## src/rtl/game_mode_ctrl.sv

```systemverilog
// game_mode_ctrl: top-level screen sequencer. Debounces the start button,
// latches death events, and steps START/GAME/win screens only at the start
// of vertical blanking. Emits a one-cycle game_rst when a round begins.

package game_mode_pkg;
  typedef enum logic [1:0] {
    START       = 2'd0,
    GAME        = 2'd1,
    PLAYER1_WIN = 2'd2,
    PLAYER2_WIN = 2'd3
  } game_mode;
endpackage

module game_mode_ctrl
  import game_mode_pkg::*;
#(
  parameter int DEBOUNCE_CYCLES = 65000,
  parameter int WIN_HOLD_FRAMES = 180
) (
  input  logic     clk,
  input  logic     rst,
  input  logic     start_btn,
  input  logic     p1_dead,
  input  logic     p2_dead,
  input  logic     vblnk,
  output game_mode mode,
  output logic     game_rst
);

  localparam int DB_W   = $clog2(DEBOUNCE_CYCLES + 1);
  localparam int HOLD_W = $clog2(WIN_HOLD_FRAMES + 1);
  localparam logic [DB_W-1:0]   DB_MAX    = DB_W'(DEBOUNCE_CYCLES);
  localparam logic [HOLD_W-1:0] HOLD_LAST = HOLD_W'(WIN_HOLD_FRAMES - 1);

  // Counter increment that holds at DB_MAX instead of wrapping.
  function automatic logic [DB_W-1:0] db_sat_inc(input logic [DB_W-1:0] v);
    return (v == DB_MAX) ? v : v + 1'b1;
  endfunction

  logic              btn_p0;
  logic              btn_p1;
  logic              btn_acc;
  logic              btn_acc_d;
  logic [DB_W-1:0]   db_cnt;
  logic              press;
  logic              vblnk_d;
  logic              frame_tick;
  logic              start_req;
  logic              p1_dead_l;
  logic              p2_dead_l;
  logic [HOLD_W-1:0] hold_cnt;
  logic              in_win;
  game_mode          mode_nxt;
  logic              game_rst_nxt;
  logic              enter_game;

  // Two-flop synchroniser for the asynchronous push-button.
  always_ff @(posedge clk or posedge rst) begin
    if (rst) begin
      btn_p0 <= 1'b0;
      btn_p1 <= 1'b0;
    end else begin
      btn_p0 <= start_btn;
      btn_p1 <= btn_p0;
    end
  end

  // Debounce: accept the synced level only after it has differed from the
  // accepted level for DEBOUNCE_CYCLES consecutive cycles.
  always_ff @(posedge clk or posedge rst) begin
    if (rst) begin
      db_cnt    <= '0;
      btn_acc   <= 1'b0;
      btn_acc_d <= 1'b0;
    end else begin
      btn_acc_d <= btn_acc;
      if (btn_p1 == btn_acc) begin
        db_cnt <= '0;
      end else begin
        db_cnt <= db_sat_inc(db_cnt);
        if (db_cnt == DB_MAX) btn_acc <= btn_p1;
      end
    end
  end

  assign press      = btn_acc & ~btn_acc_d;
  assign frame_tick = vblnk & ~vblnk_d;
  assign in_win     = (mode == PLAYER1_WIN) || (mode == PLAYER2_WIN);
  assign enter_game = game_rst_nxt;

  // Delayed vblnk for rising-edge (start of blanking) detection.
  always_ff @(posedge clk or posedge rst) begin
    if (rst) vblnk_d <= 1'b0;
    else     vblnk_d <= vblnk;
  end

  // Pending requests, held until the next frame tick can act on them.
  always_ff @(posedge clk or posedge rst) begin
    if (rst) begin
      start_req <= 1'b0;
      p1_dead_l <= 1'b0;
      p2_dead_l <= 1'b0;
    end else if (enter_game) begin
      start_req <= 1'b0;
      p1_dead_l <= 1'b0;
      p2_dead_l <= 1'b0;
    end else begin
      if (press && (mode == START)) start_req <= 1'b1;
      if (mode == GAME) begin
        if (p1_dead) p1_dead_l <= 1'b1;
        if (p2_dead) p2_dead_l <= 1'b1;
      end
    end
  end

  // Win-screen frame counter; cleared whenever no win screen is showing.
  always_ff @(posedge clk or posedge rst) begin
    if (rst) begin
      hold_cnt <= '0;
    end else if (in_win) begin
      if (frame_tick) hold_cnt <= (hold_cnt == HOLD_LAST) ? '0 : hold_cnt + 1'b1;
    end else begin
      hold_cnt <= '0;
    end
  end

  // Mode state register and registered round-start pulse.
  always_ff @(posedge clk or posedge rst) begin
    if (rst) begin
      mode     <= START;
      game_rst <= 1'b0;
    end else begin
      mode     <= mode_nxt;
      game_rst <= game_rst_nxt;
    end
  end

  // Next-mode logic; legal transitions only on a frame tick.
  always_comb begin
    mode_nxt     = mode;
    game_rst_nxt = 1'b0;
    case (mode)
      START: begin
        if (frame_tick && start_req) begin
          mode_nxt     = GAME;
          game_rst_nxt = 1'b1;
        end
      end
      GAME: begin
        if (frame_tick) begin
          case ({p1_dead_l, p2_dead_l})
            2'b01:   mode_nxt = PLAYER1_WIN;
            2'b10:   mode_nxt = PLAYER2_WIN;
            2'b11:   mode_nxt = START;
            default: mode_nxt = GAME;
          endcase
        end
      end
      PLAYER1_WIN, PLAYER2_WIN: begin
        if (frame_tick && (hold_cnt == HOLD_LAST)) mode_nxt = START;
      end
      default: mode_nxt = START;
    endcase
  end

endmodule

```

## config.mk

```make
export PLATFORM = sky130hd
export DESIGN_NAME = game_mode_ctrl
export DESIGN_NICKNAME = d
export VERILOG_FILES = /design/src/rtl/game_mode_ctrl.sv
export SDC_FILE = /design/constraint.sdc
export NUM_CORES = 1
export LEC_CHECK = 0
export CORE_MARGIN = 10
export CORE_UTILIZATION = 40
export DETAILED_ROUTE_END_ITERATION = 8
export DONT_BUFFER_PORTS = 1
export HOLD_SLACK_MARGIN = 0.08
export PLACE_DENSITY_LB_ADDON = 0.15
export SLEW_MARGIN = 10
export SYNTH_ARGS = -nofsm -noshare
export SYNTH_HDL_FRONTEND = slang
export SYNTH_SLANG_ARGS = --single-unit
```

## constraint.sdc

```tcl
create_clock -name clk -period 2.6 [get_ports clk]
set_input_delay 0.52 -clock clk [delete_from_list [all_inputs] [get_ports clk]]
set_output_delay 0.52 -clock clk [all_outputs]
set_load 0.01 [all_outputs]
```

==> flow_metrics.tcl, run 1 <==
set metrics [dict create \
    outcome "finished clean" \
    synth_top_area_cell "dfrtp_1" \
    area_growth_pct 12.6 \
    drv_cap 0 \
    crit_arrival_ns 1.86 \
    core_um2 4060 \
    post-place-cells 212 \
    syn_nets 174 \
    ant_nets 0 \
    drtIter0Drc 25 \
    tightest_slew_ns 0.678 \
    routedWlPerCell_um 13.5 \
    finalSetupTns_ns 0 \
    setup_viol 0 \
    synth_edf_count 0 \
    routabilityCongestion 0.740 \
    start_util_pct 42.1 \
    layout-drive-gt1-share_pct 11.8 \
    yosys_warnings 0 \
    final.period_utilization_pct 64.8 \
    wirelength_mm 2.96 \
    die_h_um 85.3 \
    syn_area_um2 1710 \
    rows 23 \
    path_class "flop to flop" \
    clock_latency_ns 0.29 \
    clk_pin_slew_ns 0.08 \
    drcViolationCount 0 \
    synth_top_area_share_pct 51.3 \
    first_global_vias 1181 \
    num_antenna_cells 0 \
    crit_path_start_kind "flop" \
    skew_ns 0.00616 \
    grt_use_total_pct 9.13 \
    cts_setup_buffers 0 \
    hold_viol 0 \
    dp_hpwl_mm 2.09 \
    syn_inst 163 \
    place_ws_ns 0.913 \
    ir_drop_v 0.000224 \
    yosysSeqAreaShare_pct 51.3 \
    root_buffer "clkbuf_8" \
    leakage_nw 0.786 \
    yosys-top-cells-area "dfrtp_1 (51%), xnor2_1 (9.2%), nor2_1 (5.7%), ha_1 (3.7%), nand3_1 (2.6%)" \
    cts_max_level 2 \
    dieWidth_um 85.3 \
    synth.most_common_cell "dfrtp_1" \
    synth_seq_cells 35 \
    clockBufferDepth 2 \
    postCtsHoldBufs 0 \
    dieArea_um2 7280 \
    grt_start_max_net_pins 20 \
    gr-total-overflow 0 \
    finalNetCount 180 \
    cts_resized 0 \
    viasPerCell 5.31 \
    syn_area_per_cell_um2 10.5 \
    cts_num_sinks 35 \
    numCtsBuffers 5 \
    max_freq_mhz 594 \
    hold_class "primary input to asynchronous set/reset pin" \
    utilization_pct 47.4 \
    grt_pass1_wl_mm 5.39 \
    antenna_found_initial 0 \
    cp-end-kind "flop" \
    crit_fanout 4 \
    rsz0062_at_grt "no" \
    ios 9 \
    vias 1168 \
    async_reset_ff_share_pct 100 \
    cts_tree "yes" \
    regArea_um2 876 \
    crit_required_ns 2.78 \
    nFillCells 360 \
    max-slew-margin-rel_pct 54.7 \
    yosysUniqueCellTypes 38 \
    fin_cells 220 \
    fin_crit_ns 1.68 \
    multi_input_area_um2 782 \
    port_buffers 0 \
    drtPass1Iterations 4 \
    synth_ff_type "dfrtp_1" \
    slew_violations 0 \
    yosys-top-cells-count "dfrtp_1 (35), nor2_1 (26), xnor2_1 (18)" \
    fin_ws_ns 0.916 \
    powerDensity_nw_per_um2 743 \
]
[flip-flops by register name (all words and copies together), names as in the netlist]
register and flops:
db_cnt 16, hold_cnt 8, mode 2, btn_acc 1, btn_acc_d 1, btn_p0 1
btn_p1 1, game_rst 1, p1_dead_l 1, p2_dead_l 1, start_req 1, vblnk_d 1
[worst max-delay path, stage by stage (launching register included)]
cell      delay (ns)
dfrtp_1         0.40
inv_1           0.09
ha_1            0.15
nand4b_1        0.15
nor4_4          0.40
mux2_2          0.38
[layout make-up]
class	count	area share, %
tap	50	3.26
timing repair buffer	2	1.43
inverter	10	1.95
clock buffer	5	3.58
sequential	35	45.6
clock inverter	3	3.52
multi-input combinational	115	40.7
[worst paths after layout]
| kind | start | end | slack, ns | cells after the start |
|---|---|---|---|---|
| min in group clk | start_btn | btn_p0 | 0.25 | 0 |
| max in group asynchronous | rst | db_cnt[12] | 1.85 | 2 |
| max | db_cnt[0] | btn_acc | 0.92 | 5 |
| min | rst | game_rst | 0.21 | 1 |
| min reg2reg | btn_p0 | btn_p1 | 0.36 | 0 |
| max reg2reg | db_cnt[0] | btn_acc | 0.92 | 5 |
[routing by layer]
| metal | vias up | part of all wire, % | GRT usage, % |
|---|---|---|---|
| met2 | 24 | 47 | 14.8 |
| li1 | 574 | - | - |
| met4 | 0 | 1.9 | 4.49 |
| met1 | 564 | 45 | 9.77 |
| met5 | - | 0 | 0 |
| met3 | 6 | 6.7 | 4.30 |
[through the flow]
stage               hold WS, ns  cell area [um^2]  power [mW]
finish                    0.211              1920        1.43
detailed placement        0.350              1790       0.855
global placement          0.338              1790       0.845
floorplan                 0.331              1710       0.804
CTS                       0.223              1920        1.45
global route              0.227              1920        1.51
[cell families (layout without fill, tap and decap cells)]
group | after synthesis | count (layout) | share of synthesized area (%)
simple gates | 68 | 68 | 22.4
flops | 35 | 35 | 51.3
xor+xnor | 20 | 20 | 10.3
compound gates | 19 | 19 | 7.55
buf+inv | 13 | 20 | 2.86
fa+ha+maj | 5 | 5 | 3.67
mux | 3 | 3 | 1.91
[power breakdown]
| group | total (mW) | switching, mW | internal [mW] | leakage, nW |
|---|---|---|---|---|
| logic | 0.162 | 0.0820 | 0.0800 | 0.268 |
| registers | 0.681 | 0.0757 | 0.605 | 0.453 |
| clock network | 0.585 | 0.203 | 0.382 | 0.0644 |
| total | 1.43 | 0.360 | 1.07 | 0.786 |
[layout by cell type, fill, tap and decap left out, drive strengths merged, types with 2 or more instances in the layout]
cell	count
dfrtp	35
o21ai	4
nor4	5
nand2b	2
clkbuf	5
nor3	3
ha	5
nor2	27
mux2	2
bufinv	2
nand2	6
a21oi	6
xnor2	18
nand4	5
nor2b	3
nand3	9
buf	2
a211oi	3
xor2	2
inv	10
Power figures use the tool's default switching activity.
==> inputs of run 2 (changes only) <==
==> constraint.sdc (replaced) <==
create_clock -name clk -period 1.7 [get_ports clk]
set_input_delay 0.34 -clock clk [delete_from_list [all_inputs] [get_ports clk]]
set_output_delay 0.34 -clock clk [all_outputs]
set_load 0.01 [all_outputs]
==> run 2 against run 1 <==
- cell count is 3.2% higher
- clock skew is 0.0011 ns higher
- sequential share of layout area is 1.3 points lower
- routed wire length is 8.3% higher
- non-clock buffer count is 7 higher
- critical path depth stayed put
- utilization is 1.4 points higher
- via count is 1.5% higher
- clock power is 52% higher
- flip-flop and latch count stayed put
- clock-buffer cell count is 1 higher
- maximum frequency is 7.7% higher
- critical path type unchanged
==> flow_metrics.tcl, run 2 (synthesized netlist as in run 1, its figures left out) <==
set metrics [dict create \
    finalSetupTns_ns 0 \
    regMostFlops "db_cnt" \
    core_um2 4060 \
    max-slew-margin-rel_pct 65.9 \
    first_global_vias 1292 \
    ios 9 \
    viasPerCell 5.22 \
    crit_arrival_ns 1.74 \
    busiest_layer "met2" \
    clk_pin_slew_ns 0.07 \
    hold-path-endpoint "p1_dead_l" \
    largest_registers "db_cnt x16, hold_cnt x8, mode x2" \
    routabilityCongestion 0.812 \
    cp-end-kind "flop" \
    drcViolationCount 0 \
    drtPass1Iterations 4 \
    cts_max_level 2 \
    numCtsBuffers 5 \
    hold_class "primary input to flop" \
    antenna_found_initial 0 \
    drv_cap 0 \
    vias 1186 \
    outcome "finished clean" \
    dp_hpwl_mm 2.19 \
    skew_ns 0.00730 \
    grt_start_max_net_pins 20 \
    final.period_utilization_pct 92.0 \
    start_util_pct 42.1 \
    hold_viol 0 \
    cts_num_sinks 35 \
    grt_pass1_wl_mm 5.80 \
    routedWlPerCell_um 14.1 \
    power_mw 2.23 \
    clockBufferDepth 2 \
    ant_nets 0 \
    cts_setup_buffers 0 \
    gr-total-overflow 0 \
    fin_crit_ns 1.56 \
    num_antenna_cells 0 \
    finalNetCount 187 \
    clock_latency_ns 0.29 \
    crit_path_start_kind "flop" \
    mostFrequentLayoutCells "dfrtp_1 (35), nor2_1 (26), xnor2_1 (18), nand3_1 (9), inv_1 (9)" \
    path_class "flop to flop" \
    drtIter0Drc 41 \
    gr-usage-met3_pct 4.30 \
    max_freq_mhz 639 \
    crit_required_ns 1.87 \
    ir_drop_v 0.000609 \
    reg2reg_to "hold_cnt[2]" \
    setup_viol 0 \
    largest_register_ffs 16 \
    wirelength_mm 3.21 \
    final_common_cell "dfrtp_1" \
    whs_ns 0.167 \
    crit_fanout 7 \
    dieWidth_um 85.3 \
    tightest_slew_ns 0.511 \
    slew_violations 0 \
    grt_use_total_pct 9.71 \
    utilization_pct 48.7 \
    leakage_nw 0.816 \
    layout-drive-gt1-share_pct 14.1 \
    hold_depth 2 \
    area_growth_pct 15.8 \
    dieArea_um2 7280 \
    min_from "p1_dead" \
    die_h_um 85.3 \
    port_buffers 0 \
    r2r-start "hold_cnt[0]" \
    grt_use_met1_pct 10.9 \
    rr_worst_depth 5 \
    grtUsageMet2_pct 15.1 \
    powerDensity_nw_per_um2 1130 \
    regToRegSetupSlack_ns 0.14 \
    root_buffer "clkbuf_8" \
    rows 23 \
    cts_tree "yes" \
]
-- run 2: changes by cell type in the layout (fill, tap and decap cells not counted), sizes merged --
cell,previous run,this run
clkbuf,5,6
clkinvlp,1,0
dlygate4sd3,0,3
buf,2,6
-- run 2: worst max-delay path: stages, from the launching register on --
cell     delay [ns]
dfrtp_1        0.36
ha_1           0.19
nand4_1        0.13
or4_4          0.45
o21ai_4        0.25
nor2_1         0.08
-- run 2: power by group --
part	internal (mW)	switching, mW	total, mW
sequential	0.926	0.104	1.03
clock	0.586	0.305	0.891
combinational	0.156	0.154	0.309
total	1.67	0.563	2.23
-- run 2: how the worst max path moves through the flow --
stage / startpoint / end / slack (ns) / depth (start not counted)
after global routing: hold_cnt[0] / hold_cnt[3] / -0.01 / 5
after floorplan: db_cnt[0] / btn_acc / 0.17 / 5
after CTS: db_cnt[0] / btn_acc / 0.02 / 5
after global placement: hold_cnt[0] / hold_cnt[0] / 0.12 / 5
final: hold_cnt[0] / hold_cnt[2] / 0.14 / 5
after detailed placement: db_cnt[0] / btn_acc / 0.03 / 5
-- run 2: timing repair --
action / 4_1_cts / 5_1_grt
hold buffers: 3 / 0
hold endpoints to repair: 37 / 0
setup endpoints to repair: 0 / 9
gates resized for setup: 0 / 3
-- run 2: layer usage --
layer	routed length (um)	up-vias
li1	-	586
met1	1450	576
met2	1520	16
met3	167	8
met4	76	0
met5	0	-
-- run 2: final cells by class --
class / count / area [um^2]
Fill cell: 361 / 2080
Sequential cell: 35 / 876
Multi-Input combinational cell: 115 / 793
Timing Repair Buffer: 9 / 75.1
Clock buffer: 6 / 72.6
Tap cell: 50 / 62.6
Clock inverter: 2 / 60.1
Inverter: 10 / 37.5
-- run 2: stage by stage --
step | worst slack [ns] | area (um^2) | std cells
after floorplan | 0.166 | 1710 | 163
after global placement | 0.121 | 1800 | 216
after detailed placement | 0.0313 | 1800 | 216
after CTS | 0.0225 | 1970 | 227
after global routing | -0.0114 | 1980 | 227
final | 0.136 | 1980 | 227
